[src/rtl/parity_frame_rx.sv]
// Parity-protected byte link receiver: de-serialises LSB-first data plus a trailing parity bit.
// Optional saturating parity-error counter enabled by defining PARITY_ERR_CNT_EN.
module parity_frame_rx #(
  parameter int DATA_W    = 8,
  parameter int PAR_ODD   = 0,
  parameter int ERR_CNT_W = 8
) (
  input  logic                 clk,
  input  logic                 rst,
  input  logic                 sdi,
  input  logic                 sdi_valid,
  input  logic                 sof,
  output logic                 sdi_ready,
  output logic [DATA_W-1:0]    dout,
  output logic                 dout_valid,
  input  logic                 dout_ready,
  output logic                 par_err,
  output logic                 frm_abort,
  output logic [ERR_CNT_W-1:0] err_cnt
);

  localparam int CNT_W = $clog2(DATA_W);
  localparam logic [CNT_W-1:0] LAST_BIT = CNT_W'(DATA_W - 1);
  localparam logic PAR_SENSE = (PAR_ODD != 0);

  typedef enum logic [1:0] {S_IDLE, S_DATA, S_PAR, S_OUT} state_e;

  state_e            state_q, state_d;
  logic [CNT_W-1:0]  cnt_q, cnt_d;
  logic [DATA_W-1:0] data_q, data_d;
  logic              par_err_q, par_err_d;
  logic              abort_q, abort_d;
  logic              accept;

  assign sdi_ready  = (state_q != S_OUT);
  assign accept     = sdi_valid & sdi_ready;
  assign dout       = data_q;
  assign dout_valid = (state_q == S_OUT);
  assign par_err    = par_err_q;
  assign frm_abort  = abort_q;

  always_comb begin
    // NOTE: every signal gets a default before the case so no latch is inferred.
    state_d   = state_q;
    cnt_d     = cnt_q;
    data_d    = data_q;
    par_err_d = par_err_q;
    abort_d   = 1'b0;
    unique case (state_q)
      S_IDLE: begin
        if (accept && sof) begin
          data_d[0] = sdi;
          cnt_d     = CNT_W'(1);
          state_d   = S_DATA;
        end
      end
      S_DATA: begin
        if (accept) begin
          // A fresh sof mid-frame restarts capture with this bit as bit0.
          if (sof) begin
            abort_d   = 1'b1;
            data_d[0] = sdi;
            cnt_d     = CNT_W'(1);
          end else begin
            data_d[cnt_q] = sdi;
            cnt_d         = cnt_q + CNT_W'(1);
            if (cnt_q == LAST_BIT) state_d = S_PAR;
          end
        end
      end
      S_PAR: begin
        if (accept) begin
          par_err_d = sdi ^ (^data_q) ^ PAR_SENSE;
          cnt_d     = '0;
          state_d   = S_OUT;
        end
      end
      S_OUT: begin
        if (dout_ready) state_d = S_IDLE;
      end
      default: state_d = S_IDLE;
    endcase
  end

  always_ff @(posedge clk) begin
    // NOTE: sequential state uses non-blocking assignments so all registers update together.
    if (rst) begin
      state_q   <= S_IDLE;
      cnt_q     <= '0;
      data_q    <= '0;
      par_err_q <= 1'b0;
      abort_q   <= 1'b0;
    end else begin
      state_q   <= state_d;
      cnt_q     <= cnt_d;
      data_q    <= data_d;
      par_err_q <= par_err_d;
      abort_q   <= abort_d;
    end
  end

`ifdef PARITY_ERR_CNT_EN
  logic [ERR_CNT_W-1:0] err_cnt_q;

  // Counts delivered bad frames; holds at all-ones until reset.
  always_ff @(posedge clk) begin
    if (rst) begin
      err_cnt_q <= '0;
    end else if (dout_valid && dout_ready && par_err_q && (err_cnt_q != '1)) begin
      err_cnt_q <= err_cnt_q + ERR_CNT_W'(1);
    end
  end

  assign err_cnt = err_cnt_q;
`else
  assign err_cnt = '0;
`endif

endmodule

[config.mk]
export PLATFORM = sky130hd
export DESIGN_NAME = parity_frame_rx
export DESIGN_NICKNAME = d
export VERILOG_FILES = /design/src/rtl/parity_frame_rx.sv
export SDC_FILE = /design/constraint.sdc
export NUM_CORES = 1
export LEC_CHECK = 0
export CAP_MARGIN = 20
export CORE_ASPECT_RATIO = 1.2
export CORE_MARGIN = 2
export CORE_UTILIZATION = 48
export CTS_CLUSTER_DIAMETER = 150
export DETAILED_ROUTE_END_ITERATION = 12
export DONT_BUFFER_PORTS = 1
export SYNTH_ARGS = -nofsm -noshare
export SYNTH_HDL_FRONTEND = slang
export SYNTH_SLANG_ARGS = --single-unit
[constraint.sdc]
create_clock -name clk -period 2.55 [get_ports clk]
set_input_delay 0.255 -clock clk [delete_from_list [all_inputs] [get_ports clk]]
set_output_delay 0.255 -clock clk [all_outputs]
set_load 0.05 [all_outputs]
==> impl_results.md <==
* Run status: finished, final reports clean
* Commonest non-fill, non-tap cell in the layout: dfxtp_1
* Sequential area share after synthesis at 0.289
* Async SR Flop Fraction at 0
* Antenna-violating nets left at 0
* # clock sinks at 15
* Wire per inst at ~13 um
* WHS at between 0.03 and 0.04 ns
* Mapped Cells at 116
* Largest net degree at the start of global routing at 17
* Top cells by area, synth: dfxtp_1, ha_1, mux2i_1, buf_4, and4bb_2
* Reg area at 300 um^2
* Htree depth at 1
* Final max-slew violation count at 0
* Clock Latency Late Sink at approximately 0.28 ns
* Slew Limit Headroom at 0.629
* Hold Path Class: in -> reg
* # resized after CTS at 0
* Core footprint at 2050 um^2
* Worst-path fanout max at 8
* Via count at 800
* Post-route clock period utilization at 0.753
* Max-Cap Viols at 0
* Hold Crit Start: rst
* Post-CTS setup buffers at 0
* Cell Area, Synth at ~1000 um^2
* TritonCTS clock tree: yes
* Fmax achieved at between 500 and 600 MHz
* Vias per cell at roughly 5.4
* Final setup viols at 0
* Kind of start point of the critical path: flip-flop
* Initial antenna violation count at 0
* Nets@finish at 133
* Final Critical Period at around 1.9 ns
* Post-synth top area cell: dfxtp_1
* Setup_tns at 0 ns
* Slew of the pin with the lowest slew margin at roughly 0.56 ns
* CP Capture Type: flip-flop
* IR drop worst, VDD at 0.313 mV
* Footprint of the multi-input gates at 663 um^2
* Clock skew at approximately 0.0016 ns
* P&R area growth vs syn at 4.21%
* R2r startpoint: state_q[1]$_SDFFE_PP0P_
* CTS Root Buffer Type: clkbuf_4
* # rows at 18
* CTS clk-pin slew, worst paths at 0.09 ns
* Most frequent cells in the layout: dfxtp_1, nor2_1, conb_1
* Type of the worst setup path: reg -> reg
* CTS Hold Buffers Added at 0
* Ys flop type: dfxtp_1
* Cell leakage power at approximately 0.46 nW
* I/O Buffers at 0
* GR Overflow Total at 0
* Proportion of layout cells with a drive suffix above 1 at 0.118
* 1st-iter DRT viols at 3
* First-pass DRT Iterations at 4
* Final hold violation count at 0
* Netlist cell types at 38
* Diodes inserted at 0
* Initial core utilization at 0.507
* Fillers at around 200
* Num CTS Buffers at 3
* Share of the synthesized area in the top cell type at 0.289
* Clock buffer depth at 2
* Post-route DRC violation count at 0
* RSZ-0062 raised after global routing: no
* Worst setup path startpoint: state_q[1]$_SDFFE_PP0P_
* Syn_area_per_cell at approximately 9.0 um^2
* GP Congestion at about 0.84
* Total number of yosys warnings at 0
* CP required at ~2.8 ns
* First-pass GRT wire length at about 3300 um
* Die Y at about 55 um
* Hpwl dp at 1530 um
* GRT Overall Usage at 0.183
* DIE WIDTH at 46.5 um
* Yosys reg bits at 15
* Vias in the first global route at roughly 730
* WL final at between 2000 and 2500 um
* Die area at 2560 um^2
* Crit path arrival time at 2.14 ns
* P per Cell Area at ~700 nW/um^2
* EDFF count, synth at 0
* Number of top-level pins at 26
-- cells in the mapped netlist (2+ instances only) --
cell type  number
o31ai_1         4
nand3_1         2
and4bb_2        3
nand2_1         5
inv_1           7
xor2_1          2
o21ai_0         2
xnor2_1         3
mux2i_1         7
dfxtp_1        15
a21oi_1         4
buf_4           8
clkbuf_1        3
nor2_1         10
o21a_1          2
nand4_1         2
nor2b_1         2
nand4b_1        3
ha_1            7
or4_1           3
nor4_1          2
nand3b_1        4
-- kinds of logic (layout without fill, tap and decap cells) --
family                   count (synthesis)  count (layout)  synth area share
AO/OA/AOI/OAI                           19              19             0.136
multiplexers                             7               7            0.0674
AND/OR/NAND/NOR                         42              42             0.258
flip-flops                              15              15             0.289
adder cells (fa/ha/maj)                  7               7            0.0842
other                                    1               8           0.00361
XOR/XNOR                                 6               6            0.0638
buffers and inverters                   19              15            0.0987
-- metrics by stage --
step | total power [mW] | instances | area [um^2] | util | setup slack, ns
after floorplan | 0.577 | 123 | 1070 | - | 0.740
after global placement | 0.611 | 145 | 1060 | 0.516 | 0.701
after detailed placement | 0.616 | 145 | 1060 | 0.516 | 0.658
after CTS | 0.758 | 149 | 1080 | 0.529 | 0.632
after global routing | 0.809 | 149 | 1080 | 0.529 | 0.479
final | 0.750 | 149 | 1080 | 0.529 | 0.630
-- area by class of cell --
| class | count | area share |
|---|---|---|
| multi-input combinational | 89 | 0.612 |
| sequential | 15 | 0.277 |
| tap | 30 | 0.0346 |
| timing repair buffer | 4 | 0.0277 |
| clock buffer | 4 | 0.0242 |
| inverter | 7 | 0.0242 |
-- critical path, cell delays in order (launching register included) --
cell and delay [ns]:
dfxtp_1 0.40, inv_1 0.08, ha_1 0.29, nor3_4 0.24
o221ai_2 0.20, or4_1 0.50, a21oi_1 0.14
-- report_power, final --
| part | switching, mW | leakage, nW | internal (mW) |
|---|---|---|---|
| Combinational | 0.185 | 0.324 | 0.120 |
| Clock | 0.0768 | 0.0150 | 0.0606 |
| Sequential | 0.0516 | 0.122 | 0.257 |
-- registers in the layout, summed over array words and instances (netlist names) --
name	count
state_q	2
par_err	1
frm_abort	1
cnt_q	3
dout	8
-- final timing paths --
check,slack (ns),cells past startpoint,endpoint
min reg2reg,0.53,2,state_q[1]$_SDFFE_PP0P_
min,0.03,1,cnt_q[0]$_SDFFE_PP0P_
max,0.63,6,cnt_q[2]$_SDFFE_PP0P_
max reg2reg,0.63,6,cnt_q[2]$_SDFFE_PP0P_
-- metal layers --
metal	vias up	wire, um	global-route usage
li1	406	-	-
met1	372	943	0.217
met2	18	956	0.299
met3	4	81	0.0390
met4	0	28	0.110
met5	-	0	0
(Power assumes the default switching activity.)
